File: src/rtl/mem_wb_stage_if.sv
// Writeback-stage bus: upstream instruction handshake, data-memory response and
// register-file write port, bundled for the mem_wb_stage boundary.
interface mem_wb_stage_if;
  logic        in_valid;
  logic        in_ready;
  logic        in_reg_wen;
  logic [4:0]  in_rd_addr;
  logic [1:0]  in_wb_sel;
  logic [31:0] in_alu_result;
  logic [31:0] in_pc_plus4;
  logic [2:0]  in_funct3;
  logic        flush;
  logic        dmem_rvalid;
  logic [31:0] dmem_rdata;
  logic        RegWEn;
  logic [4:0]  rd_addr;
  logic [31:0] rd_data;
  logic        load_err;

  modport master (
    output in_valid, in_reg_wen, in_rd_addr, in_wb_sel, in_alu_result, in_pc_plus4,
           in_funct3, flush, dmem_rvalid, dmem_rdata,
    input  in_ready, RegWEn, rd_addr, rd_data, load_err
  );

  modport slave (
    input  in_valid, in_reg_wen, in_rd_addr, in_wb_sel, in_alu_result, in_pc_plus4,
           in_funct3, flush, dmem_rvalid, dmem_rdata,
    output in_ready, RegWEn, rd_addr, rd_data, load_err
  );
endinterface

File: src/rtl/mem_wb_stage.sv
// Writeback stage: selects ALU / load / PC+4 result, extends sub-word loads,
// waits (with optional timeout) for load data and drives the register-file write port.
module mem_wb_stage #(
  parameter int unsigned LOAD_TIMEOUT = 16
) (
  input logic           clk,
  input logic           rst_n,
  mem_wb_stage_if.slave bus
);
  localparam int unsigned TimerW = (LOAD_TIMEOUT > 1) ? $clog2(LOAD_TIMEOUT) : 1;

  typedef enum logic [0:0] {StIdle, StWait} state_e;

  state_e            state_q, state_d;
  logic [TimerW-1:0] timer_q, timer_d;
  logic              ld_wen_q, ld_wen_d;
  logic [4:0]        ld_rd_q, ld_rd_d;
  logic [2:0]        ld_f3_q, ld_f3_d;
  logic [1:0]        ld_off_q, ld_off_d;
  logic              pend_vld_q, pend_vld_d;
  logic [4:0]        pend_rd_q, pend_rd_d;
  logic [31:0]       pend_data_q, pend_data_d;
  logic              regwen_q, regwen_d;
  logic [4:0]        rd_addr_q, rd_addr_d;
  logic [31:0]       rd_data_q, rd_data_d;
  logic              load_err_q, load_err_d;

  logic        accept, nl_wen, timeout_hit, ld_ok, wr_used;
  logic [7:0]  ld_byte;
  logic [15:0] ld_half;
  logic [31:0] ld_data, nl_data;

  assign bus.in_ready = (state_q == StIdle) | ((state_q == StWait) & bus.dmem_rvalid);
  assign accept       = bus.in_valid & bus.in_ready & ~bus.flush;
  assign nl_wen       = bus.in_reg_wen & (bus.in_rd_addr != 5'd0);
  assign timeout_hit  = (LOAD_TIMEOUT != 0) && (timer_q == TimerW'(LOAD_TIMEOUT - 1));

  assign bus.RegWEn   = regwen_q;
  assign bus.rd_addr  = rd_addr_q;
  assign bus.rd_data  = rd_data_q;
  assign bus.load_err = load_err_q;

  // Load extraction from the latched funct3 / byte offset.
  always_comb begin
    ld_byte = 8'd0;
    case (ld_off_q)
      2'd0:    ld_byte = bus.dmem_rdata[7:0];
      2'd1:    ld_byte = bus.dmem_rdata[15:8];
      2'd2:    ld_byte = bus.dmem_rdata[23:16];
      default: ld_byte = bus.dmem_rdata[31:24];
    endcase
    ld_half = ld_off_q[1] ? bus.dmem_rdata[31:16] : bus.dmem_rdata[15:0];
    ld_ok   = 1'b1;
    ld_data = 32'd0;
    case (ld_f3_q)
      3'b000:  ld_data = {{24{ld_byte[7]}}, ld_byte};
      3'b100:  ld_data = {24'd0, ld_byte};
      3'b001:  ld_data = {{16{ld_half[15]}}, ld_half};
      3'b101:  ld_data = {16'd0, ld_half};
      3'b010:  ld_data = bus.dmem_rdata;
      default: ld_ok = 1'b0;
    endcase
  end

  always_comb begin
    nl_data = 32'd0;
    case (bus.in_wb_sel)
      2'b00:   nl_data = bus.in_alu_result;
      2'b10:   nl_data = bus.in_pc_plus4;
      default: nl_data = 32'd0;
    endcase
  end

  always_comb begin
    state_d     = state_q;
    timer_d     = timer_q;
    ld_wen_d    = ld_wen_q;
    ld_rd_d     = ld_rd_q;
    ld_f3_d     = ld_f3_q;
    ld_off_d    = ld_off_q;
    pend_vld_d  = 1'b0;
    pend_rd_d   = pend_rd_q;
    pend_data_d = pend_data_q;
    regwen_d    = 1'b0;
    rd_addr_d   = rd_addr_q;
    rd_data_d   = rd_data_q;
    load_err_d  = 1'b0;
    wr_used     = 1'b0;

    if (state_q == StWait) begin
      if (bus.flush) begin
        state_d = StIdle;
      end else if (bus.dmem_rvalid) begin
        state_d = StIdle;
        if (ld_wen_q && ld_ok) begin
          regwen_d  = 1'b1;
          rd_addr_d = ld_rd_q;
          rd_data_d = ld_data;
          wr_used   = 1'b1;
        end
      end else if (timeout_hit) begin
        state_d    = StIdle;
        load_err_d = 1'b1;
      end else begin
        timer_d = timer_q + 1'b1;
      end
    end

    // A parked write only exists in StIdle, so it never collides with a load write.
    if (pend_vld_q) begin
      regwen_d  = 1'b1;
      rd_addr_d = pend_rd_q;
      rd_data_d = pend_data_q;
      wr_used   = 1'b1;
    end

    if (accept) begin
      if (bus.in_wb_sel == 2'b01) begin
        state_d  = StWait;
        timer_d  = '0;
        ld_wen_d = nl_wen;
        ld_rd_d  = bus.in_rd_addr;
        ld_f3_d  = bus.in_funct3;
        ld_off_d = bus.in_alu_result[1:0];
      end else if (nl_wen) begin
        if (wr_used) begin
          // Write port busy this cycle: park the result one cycle to keep order.
          pend_vld_d  = 1'b1;
          pend_rd_d   = bus.in_rd_addr;
          pend_data_d = nl_data;
        end else begin
          regwen_d  = 1'b1;
          rd_addr_d = bus.in_rd_addr;
          rd_data_d = nl_data;
        end
      end
    end
  end

  always_ff @(posedge clk or negedge rst_n) begin
    if (!rst_n) begin
      state_q     <= StIdle;
      timer_q     <= '0;
      ld_wen_q    <= 1'b0;
      ld_rd_q     <= 5'd0;
      ld_f3_q     <= 3'd0;
      ld_off_q    <= 2'd0;
      pend_vld_q  <= 1'b0;
      pend_rd_q   <= 5'd0;
      pend_data_q <= 32'd0;
      regwen_q    <= 1'b0;
      rd_addr_q   <= 5'd0;
      rd_data_q   <= 32'd0;
      load_err_q  <= 1'b0;
    end else begin
      state_q     <= state_d;
      timer_q     <= timer_d;
      ld_wen_q    <= ld_wen_d;
      ld_rd_q     <= ld_rd_d;
      ld_f3_q     <= ld_f3_d;
      ld_off_q    <= ld_off_d;
      pend_vld_q  <= pend_vld_d;
      pend_rd_q   <= pend_rd_d;
      pend_data_q <= pend_data_d;
      regwen_q    <= regwen_d;
      rd_addr_q   <= rd_addr_d;
      rd_data_q   <= rd_data_d;
      load_err_q  <= load_err_d;
    end
  end
endmodule

File: src/flat_wrapper.sv
// flat-port wrapper written by rule: the top's interface ports become plain ports
module mem_wb_stage_flat 
#(
  parameter int unsigned LOAD_TIMEOUT = 16
)
  (clk, rst_n, bus_in_valid, bus_in_reg_wen, bus_in_rd_addr, bus_in_wb_sel, bus_in_alu_result, bus_in_pc_plus4, bus_in_funct3, bus_flush, bus_dmem_rvalid, bus_dmem_rdata, bus_in_ready, bus_RegWEn, bus_rd_addr, bus_rd_data, bus_load_err);
  mem_wb_stage_if bus_i ();
  input logic clk;
  input logic rst_n;
  input wire logic [$bits(bus_i.in_valid)-1:0] bus_in_valid;
  input wire logic [$bits(bus_i.in_reg_wen)-1:0] bus_in_reg_wen;
  input wire logic [$bits(bus_i.in_rd_addr)-1:0] bus_in_rd_addr;
  input wire logic [$bits(bus_i.in_wb_sel)-1:0] bus_in_wb_sel;
  input wire logic [$bits(bus_i.in_alu_result)-1:0] bus_in_alu_result;
  input wire logic [$bits(bus_i.in_pc_plus4)-1:0] bus_in_pc_plus4;
  input wire logic [$bits(bus_i.in_funct3)-1:0] bus_in_funct3;
  input wire logic [$bits(bus_i.flush)-1:0] bus_flush;
  input wire logic [$bits(bus_i.dmem_rvalid)-1:0] bus_dmem_rvalid;
  input wire logic [$bits(bus_i.dmem_rdata)-1:0] bus_dmem_rdata;
  output wire logic [$bits(bus_i.in_ready)-1:0] bus_in_ready;
  output wire logic [$bits(bus_i.RegWEn)-1:0] bus_RegWEn;
  output wire logic [$bits(bus_i.rd_addr)-1:0] bus_rd_addr;
  output wire logic [$bits(bus_i.rd_data)-1:0] bus_rd_data;
  output wire logic [$bits(bus_i.load_err)-1:0] bus_load_err;
  assign bus_i.in_valid = bus_in_valid;
  assign bus_i.in_reg_wen = bus_in_reg_wen;
  assign bus_i.in_rd_addr = bus_in_rd_addr;
  assign bus_i.in_wb_sel = bus_in_wb_sel;
  assign bus_i.in_alu_result = bus_in_alu_result;
  assign bus_i.in_pc_plus4 = bus_in_pc_plus4;
  assign bus_i.in_funct3 = bus_in_funct3;
  assign bus_i.flush = bus_flush;
  assign bus_i.dmem_rvalid = bus_dmem_rvalid;
  assign bus_i.dmem_rdata = bus_dmem_rdata;
  assign bus_in_ready = bus_i.in_ready;
  assign bus_RegWEn = bus_i.RegWEn;
  assign bus_rd_addr = bus_i.rd_addr;
  assign bus_rd_data = bus_i.rd_data;
  assign bus_load_err = bus_i.load_err;
  mem_wb_stage #(.LOAD_TIMEOUT(LOAD_TIMEOUT)) u_core (.clk(clk), .rst_n(rst_n), .bus(bus_i));
endmodule
File: config.mk
export PLATFORM = sky130hd
export DESIGN_NAME = mem_wb_stage_flat
export DESIGN_NICKNAME = d
export VERILOG_FILES = /design/src/rtl/mem_wb_stage_if.sv /design/src/rtl/mem_wb_stage.sv /design/src/flat_wrapper.sv
export SDC_FILE = /design/constraint.sdc
export NUM_CORES = 1
export LEC_CHECK = 0
export ABC_AREA = 1
export BUFFER_PORTS_ARGS = -buffer_cell sky130_fd_sc_hd__buf_2
export CAP_MARGIN = 25
export CORE_ASPECT_RATIO = 0.9
export CORE_MARGIN = 4
export CORE_UTILIZATION = 59
export CTS_CLUSTER_DIAMETER = 80
export DETAILED_ROUTE_END_ITERATION = 10
export MAX_ROUTING_LAYER = met4
export PLACE_DENSITY = 0.84
export RECOVER_POWER = 100
export SKIP_CTS_REPAIR_TIMING = 1
export SYNTH_ARGS = -nofsm -noshare
export SYNTH_HDL_FRONTEND = slang
export SYNTH_SLANG_ARGS = --single-unit
File: constraint.sdc
create_clock -name clk -period 3.75 [get_ports clk]
set_input_delay 0 -clock clk [delete_from_list [all_inputs] [get_ports clk]]
set_output_delay 0 -clock clk [all_outputs]
set_load 0.005 [all_outputs]
# Yosys cells after proc, flatten, opt, wreduce, memory -nomap -nowiden
# Index checks and enable logic that the tools add are counted.
dict set report word_totals {
  ff_bits 93
  in_bits 112
}
dict set report classes {
  n_addsub 1
  eq_ne 9
  n_mux 51
  n_bitwise 8
  n_reduce_logical 8
}
# operator count
set op_table {}
lappend op_table {{$mux 32} 9}
lappend op_table {{$pmux 32 s5} 1}
lappend op_table {{$pmux 32 s2} 1}
lappend op_table {{$mux 5} 9}
lappend op_table {{$mux 4} 6}
lappend op_table {{$pmux 8 s3} 1}
lappend op_table {{$mux 1} 23}
lappend op_table {{$mux 16} 1}
lappend op_table {{$eq 3x3->1 const B} 2}
lappend op_table {{$reduce_bool 5->1} 1}
lappend op_table {{$reduce_or 5->1} 1}
lappend op_table {{$add 4x1->4 const B} 1}
lappend op_table {{$and 1x1->1} 4}
lappend op_table {{$eq 2x1->1 const B} 2}
lappend op_table {{$eq 2x2->1 const B} 2}
lappend op_table {{$eq 4x4->1 const B} 1}
lappend op_table {{$logic_not 2->1} 2}
lappend op_table {{$reduce_and 4->1} 1}
lappend op_table {{$eq 3x1->1 const B} 1}
lappend op_table {{$eq 3x2->1 const B} 1}
lappend op_table {{$logic_not 3->1} 1}
lappend op_table {{$not 1->1} 3}
lappend op_table {{$reduce_and 2->1} 1}
lappend op_table {{$logic_and 1x1->1} 1}
lappend op_table {{$or 1x1->1} 1}

# Depth between registers and ports, before layout
dict set report logic_depth {
  ltp_word 13
  mapped_depth 11
  depth_no_buf 10
}

# Least setup slack after synthesis
# No wires, ideal clock.
dict set report synth_path {
  path_kind {register -> register}
  startpoint {register u_core.ld_f3_q[1]}
  endpoint {register u_core.rd_data_q[21], in the netlist u_core.bus.rd_data[21]}
  setup_time_ps 122
  arrival_time_ps 1345
  required_ps 3628
  setup_slack_ps 2282
  stages_incl_launch_ff 12
  n_path_buf 3
  path_cell_list {dfrtp_1 -> buf_2 -> inv_4 -> nand2_2 -> nor2_1 -> and2_1 -> buf_2 -> buf_4 -> nor2_1 -> nand2_1 -> nand2_1 -> a21oi_1}
}
dict set report synth_via {
  elab_chain_len 13
  word_cells_on_any_way 23
}
# element line_no
set synth_rtl {}
lappend synth_rtl {{from (decl)} mem_wb_stage.sv:18} ;# logic [2:0] ld_f3_q, ld_f3_d;
lappend synth_rtl {{from (signal assigned)} mem_wb_stage.sv:160} ;# ld_f3_q <= ld_f3_d;
lappend synth_rtl {{$eq 3x3->1 (tied with other cells)} mem_wb_stage.sv:55} ;# case (ld_f3_q)
lappend synth_rtl {{$reduce_or 5->1 (no line)} --}
lappend synth_rtl {{$mux 1} mem_wb_stage.sv:55}
lappend synth_rtl {{$logic_and 1x1->1} mem_wb_stage.sv:95} ;# if (ld_wen_q && ld_ok) begin
lappend synth_rtl {{$mux 32 or $mux 1 (tied branches)} mem_wb_stage.sv:95}
lappend synth_rtl {{$mux 32 or $mux 1 (tied branches)} mem_wb_stage.sv:93} ;# end else if (bus.dmem_rvalid) begin
lappend synth_rtl {{$mux 32 or $mux 1 (tied branches)} mem_wb_stage.sv:91} ;# if (bus.flush) begin
lappend synth_rtl {{$mux 32 or $mux 1 (tied branches)} mem_wb_stage.sv:90} ;# if (state_q == StWait) begin
lappend synth_rtl {{$mux 32 or $mux 1 (tied branches)} mem_wb_stage.sv:110} ;# if (pend_vld_q) begin
lappend synth_rtl {{$mux 32} mem_wb_stage.sv:126} ;# if (wr_used) begin
lappend synth_rtl {{$mux 32} mem_wb_stage.sv:125} ;# end else if (nl_wen) begin
lappend synth_rtl {{$mux 32} mem_wb_stage.sv:118} ;# if (bus.in_wb_sel == 2'b01) begin
lappend synth_rtl {{$mux 32 *} mem_wb_stage.sv:117} ;# if (accept) begin
lappend synth_rtl {{via u_core.rd_data_d[21]} mem_wb_stage.sv:25} ;# logic [31:0] rd_data_q, rd_data_d;
lappend synth_rtl {{to (signal assigned)} mem_wb_stage.sv:167} ;# rd_data_q <= rd_data_d;
lappend synth_rtl {{to (decl)} mem_wb_stage.sv:25}
# The timed path passes the listed nets; every way through them passes the cells marked *.
# A chain may end at the register's enable or synchronous reset.

# Worst setup path in the final report
dict set report layout_path {
  startpoint {register u_core.ld_f3_q[2]}
  endpoint {register u_core.rd_addr_q[1], in the netlist u_core.bus.rd_addr[1]}
}
dict set report layout_via {
  elab_chain_len 13
  word_cells_on_any_way 22
}
# element line_no
set layout_rtl {}
lappend layout_rtl {{$eq 3x3->1 (tied with other cells)} mem_wb_stage.sv:55}
lappend layout_rtl {{$reduce_or 5->1 (no line) *} --}
lappend layout_rtl {{$mux 1 *} mem_wb_stage.sv:55}
lappend layout_rtl {{$logic_and 1x1->1 *} mem_wb_stage.sv:95}
lappend layout_rtl {{$mux 5 or $mux 1 (tied branches)} mem_wb_stage.sv:95}
lappend layout_rtl {{$mux 5 or $mux 1 (tied branches)} mem_wb_stage.sv:93}
lappend layout_rtl {{$mux 5 or $mux 1 (tied branches)} mem_wb_stage.sv:91}
lappend layout_rtl {{$mux 5 or $mux 1 (tied branches)} mem_wb_stage.sv:90}
lappend layout_rtl {{$mux 5 or $mux 1 (tied branches)} mem_wb_stage.sv:110}
lappend layout_rtl {{$mux 5} mem_wb_stage.sv:126}
lappend layout_rtl {{$mux 5} mem_wb_stage.sv:125}
lappend layout_rtl {{$mux 5} mem_wb_stage.sv:118}
lappend layout_rtl {{$mux 5 *} mem_wb_stage.sv:117}
lappend layout_rtl {{via u_core.rd_addr_d[1]} mem_wb_stage.sv:24} ;# logic [4:0] rd_addr_q, rd_addr_d;
lappend layout_rtl {{to (signal assigned)} mem_wb_stage.sv:166} ;# rd_addr_q <= rd_addr_d;
lappend layout_rtl {{to (decl)} mem_wb_stage.sv:24}
# Marks and branches as above.

==> key figures <==
Outcome
  – Status: finished with violations
  – Failing checks: max-capacitance violations, max-slew violations

STA
  – Skew final: 0.00892 ns
  – Number of hold-slack violations in the final timing report: 0
  – Fin crit share: 79.0%
  – Slew HR: -9.96%
  – Count of endpoints failing setup in the final report: 0
  – Unrepaired setup endpoints after global routing: no
  – Final WS setup: 0.787 ns
  – Tightest Pin Transition: 1.65 ns
  – F_max: 0.337 GHz
  – Total Neg Setup Slack: 0 ns
  – Period minus WS final: 2.96 ns
  – Pins Over Slew Limit: 70

Yosys
  – Count of distinct cell types in the synthesized netlist: 26
  – Synthesized netlist net count: around 1100
  – Syn Inst Count: 971
  – Post-synth design cell area: 0.00609 sq mm
  – Yosys synthesis warning count: 0
  – Post-synthesis average cell area: between 6 and 7 sq um
  – Count of flip-flops with a built-in enable after synthesis: 0
  – Async set-reset flop share out of synthesis: between 90% and 100%
  – Top cells by area, synth: sky130_fd_sc_hd__dfrtp_1 (38%), sky130_fd_sc_hd__nand2_1 (21%), sky130_fd_sc_hd__nor2_1 (10%)
  – Most area-hungry cell type in the Yosys netlist: sky130_fd_sc_hd__dfrtp_1
  – Portion of synthesized cell area occupied by the leading cell type: approximately two fifths
  – Main flop type after synthesis: sky130_fd_sc_hd__dfrtp_1
  – Number of synthesized register bits: 93
  – Proportion of synthesized chip area in sequential cells: 38.2%
  – Commonest cells post-synth: sky130_fd_sc_hd__nand2_1 (338), sky130_fd_sc_hd__nor2_1 (167), sky130_fd_sc_hd__nand3_1 (120)
  – Most repeated cell in the gate-level netlist after synthesis: sky130_fd_sc_hd__nand2_1

Setup path
  – Kind of capture point of the worst setup path: flip-flop
  – Maximum fanout along the worst path: 35
  – Startpoint kind of the worst setup timing path: flip-flop
  – Most used cell, CP: sky130_fd_sc_hd__nand2_1
  – Max incr delay on CP: 1.02 ns
  – Worst r2r path cells: 9
  – Ordered list of cells on the worst path: nor2_2, nor2_4, nor2_1, nor2_4, nand2_1, buf_12, inv_1, nand2_1, nand2_1
  – Endpoint required time on the critical path: 4.00 ns
  – R2r startpoint: u_core.ld_f3_q[2]
  – Reg-to-reg endpoint: u_core.bus.rd_addr[1]
  – Critical path's top delay family: simple AND/OR/NAND/NOR gates
  – Crit Path Class: reg -> reg
  – CP max-delay cell: sky130_fd_sc_hd__nor2_2
  – Count of buffer and inverter cells on the critical path: 2
  – Register-to-Register Setup Slack: 0.79 ns
  – Data arrival time of the critical path: between 3 and 4 ns

Placement
  – Count of port buffers added during placement: 151
  – Placed instance area: between 0.006 and 0.007 sq mm
  – Final RePlAce weighted congestion: 0.971
  – DPL Wire Length: 12.3 mm
  – Pre-CTS setup slack: 1.15 ns

Min path
  – Beginning of the worst hold path: bus_in_alu_result[24]
  – Hold EP: u_core.pend_data_q[24]
  – Hold Path Stages: 5
  – Hold Path Class: in -> reg

Clock network
  – Number of levels in the clock H-tree: 3
  – Clock Sink Count: 93
  – TritonCTS clock tree: done
  – Clock root buffer master: sky130_fd_sc_hd__clkbuf_16
  – Largest buffer count on any clock path: 2
  – Reg clk slew, reported paths: 0.08 ns
  – Num CTS Buffers: 9
  – Later-pin clock latency in the skew report: around 0.35 ns

Floorplanning
  – Die width: 115 um
  – Total Die Area: 0.0120 sq mm
  – Die extent in y: 104 um
  – Number of top-level pins: ~150
  – Core footprint: around 0.01 sq mm
  – Starting utilization of the core area: 61.7%
  – Floorplan row count: 34

Routing
  – Antenna-violating nets left: 0
  – Wire length per cell after detailed routing: 14.8 um
  – DR DRC count: 0
  – Total length of routed wires: 18.0 mm
  – Mean number of vias per cell: 5.49
  – First-pass iteration count of the detailed router: 5
  – Detailed-route via count: 6713
  – Starting DRC count in detailed routing: 608

Cells and area
  – Area of the multi-input gates: 0.00322 sq mm
  – Fraction of layout instances using a drive strength above 1: around 15%
  – Combined flip-flop and latch cell area: approximately 0.0023 sq mm
  – Syn-to-layout area delta: 17.8%
  – Final design instance area without fill: around 0.007 sq mm
  – Diodes inserted: 0
  – Number of fill cells: 884
  – Layout Nets: 1205
  – Final core area utilization: 72.7%

Pwr
  – Power density over the cells: 420 mW/mm^2
  – Final Total Pwr: 3.01 mW
  – Total leakage power: 3.95 nW
  – Peak supply drop: roughly 310 uV

Global route
  – Remaining Overflow, GRT: 0
  – Antenna violations before repair: 0
  – Maximum number of pins on one net before global-route repair: 75
  – GRT Resource Usage Total: a little under a third
  – Via count of the first global-routing pass: ~6200
  – Wire length of the first global-routing pass: 29.7 mm

Job
  – Max-Cap Viols: 1
-- routing by layer --
metal / routed length (um) / global-route usage (%)
met2: 8200 / 46.3
met5: 0 / -
met4: 220 / 8.38
met3: 1820 / 5.88
met1: 7790 / 44.3
-- cells in the final DEF (no fill, tap or decap), types with 3 or more instances in the layout --
cell	instances
sky130_fd_sc_hd__or2_2	3
sky130_fd_sc_hd__o21ai_0	32
sky130_fd_sc_hd__nand3_1	120
sky130_fd_sc_hd__buf_4	7
sky130_fd_sc_hd__dlygate4sd3_1	11
sky130_fd_sc_hd__a21oi_1	66
sky130_fd_sc_hd__clkbuf_1	22
sky130_fd_sc_hd__nor2_2	3
sky130_fd_sc_hd__a21boi_0	7
sky130_fd_sc_hd__nor2_1	168
sky130_fd_sc_hd__buf_2	130
sky130_fd_sc_hd__nand2_1	339
sky130_fd_sc_hd__dfrtp_1	92
sky130_fd_sc_hd__inv_2	3
sky130_fd_sc_hd__clkbuf_16	9
sky130_fd_sc_hd__nor3_1	10
sky130_fd_sc_hd__inv_1	53
-- tightest hold or removal path: cells and delay by family --
kind | cells | cell delay, ns
and+or+nand+nor | 4 | 0.25
buffers and inverters | 1 | 0.07
-- kinds of logic (layout without fill, tap and decap cells) --
group	Yosys count	after routing	share of synthesized area (%)
buffers and inverters	119	245	8.61
AOI/OAI and AO/OA	109	109	9.35
and+or+nand+nor	649	649	43.6
adders and majority gates	1	1	0.205
DFF	93	93	38.2
-- where the power goes --
| group | switching (mW) | leakage, nW | internal (mW) |
|---|---|---|---|
| clock network | 0.443 | 0.160 | 0.543 |
| registers | 0.0958 | 1.19 | 1.13 |
| logic | 0.501 | 2.60 | 0.299 |
| total | 1.04 | 3.95 | 1.97 |
-- worst max path at each step --
stage / start / end / slack, ns / depth (start not counted)
4_1_cts: u_core.ld_f3_q[2] / u_core.bus.rd_addr[1] / 1.14 / 9
2_1_floorplan: u_core.ld_f3_q[1] / u_core.bus.rd_data[21] / 2.28 / 11
6_report: u_core.ld_f3_q[2] / u_core.bus.rd_addr[1] / 0.79 / 9
3_5_place_dp: u_core.ld_f3_q[2] / u_core.bus.rd_addr[2] / 1.15 / 9
5_1_grt: u_core.ld_f3_q[2] / u_core.pend_data_q[28] / 0.51 / 9
3_3_place_gp: u_core.ld_f3_q[2] / u_core.bus.rd_addr[1] / 1.27 / 9
-- sequential cells by signal, indices dropped and copies added (netlist names) --
| register | flops |
|---|---|
| u_core.ld_off_q | 2 |
| u_core.pend_vld_q | 1 |
| u_core.pend_data_q | 32 |
| u_core.state_q | 1 |
| u_core.pend_rd_q | 5 |
| u_core.bus.RegWEn | 1 |
| u_core.timer_q | 4 |
| u_core.bus.rd_addr | 5 |
| u_core.ld_rd_q | 5 |
| u_core.ld_wen_q | 1 |
| u_core.ld_f3_q | 3 |
| u_core.bus.rd_data | 32 |
| u_core.bus.load_err | 1 |
-- metrics by stage --
stage	hold slack, ns	cells
finish	0.00153	1223
global route	0.0380	1223
CTS	-0.216	1212
detailed placement	0.162	1196
global placement	0.161	1196
floorplan	-0.296	971
-- area by class of cell --
type / count / share of cell area (%)
Clock inverter: 7 / 1.43
Multi-Input combinational cell: 759 / 44.9
Tap cell: 126 / 2.20
Timing Repair Buffer: 172 / 12.8
Sequential cell: 93 / 32.5
Clock buffer: 9 / 3.14
Inverter: 57 / 3.02
(Power assumes the default switching activity.)
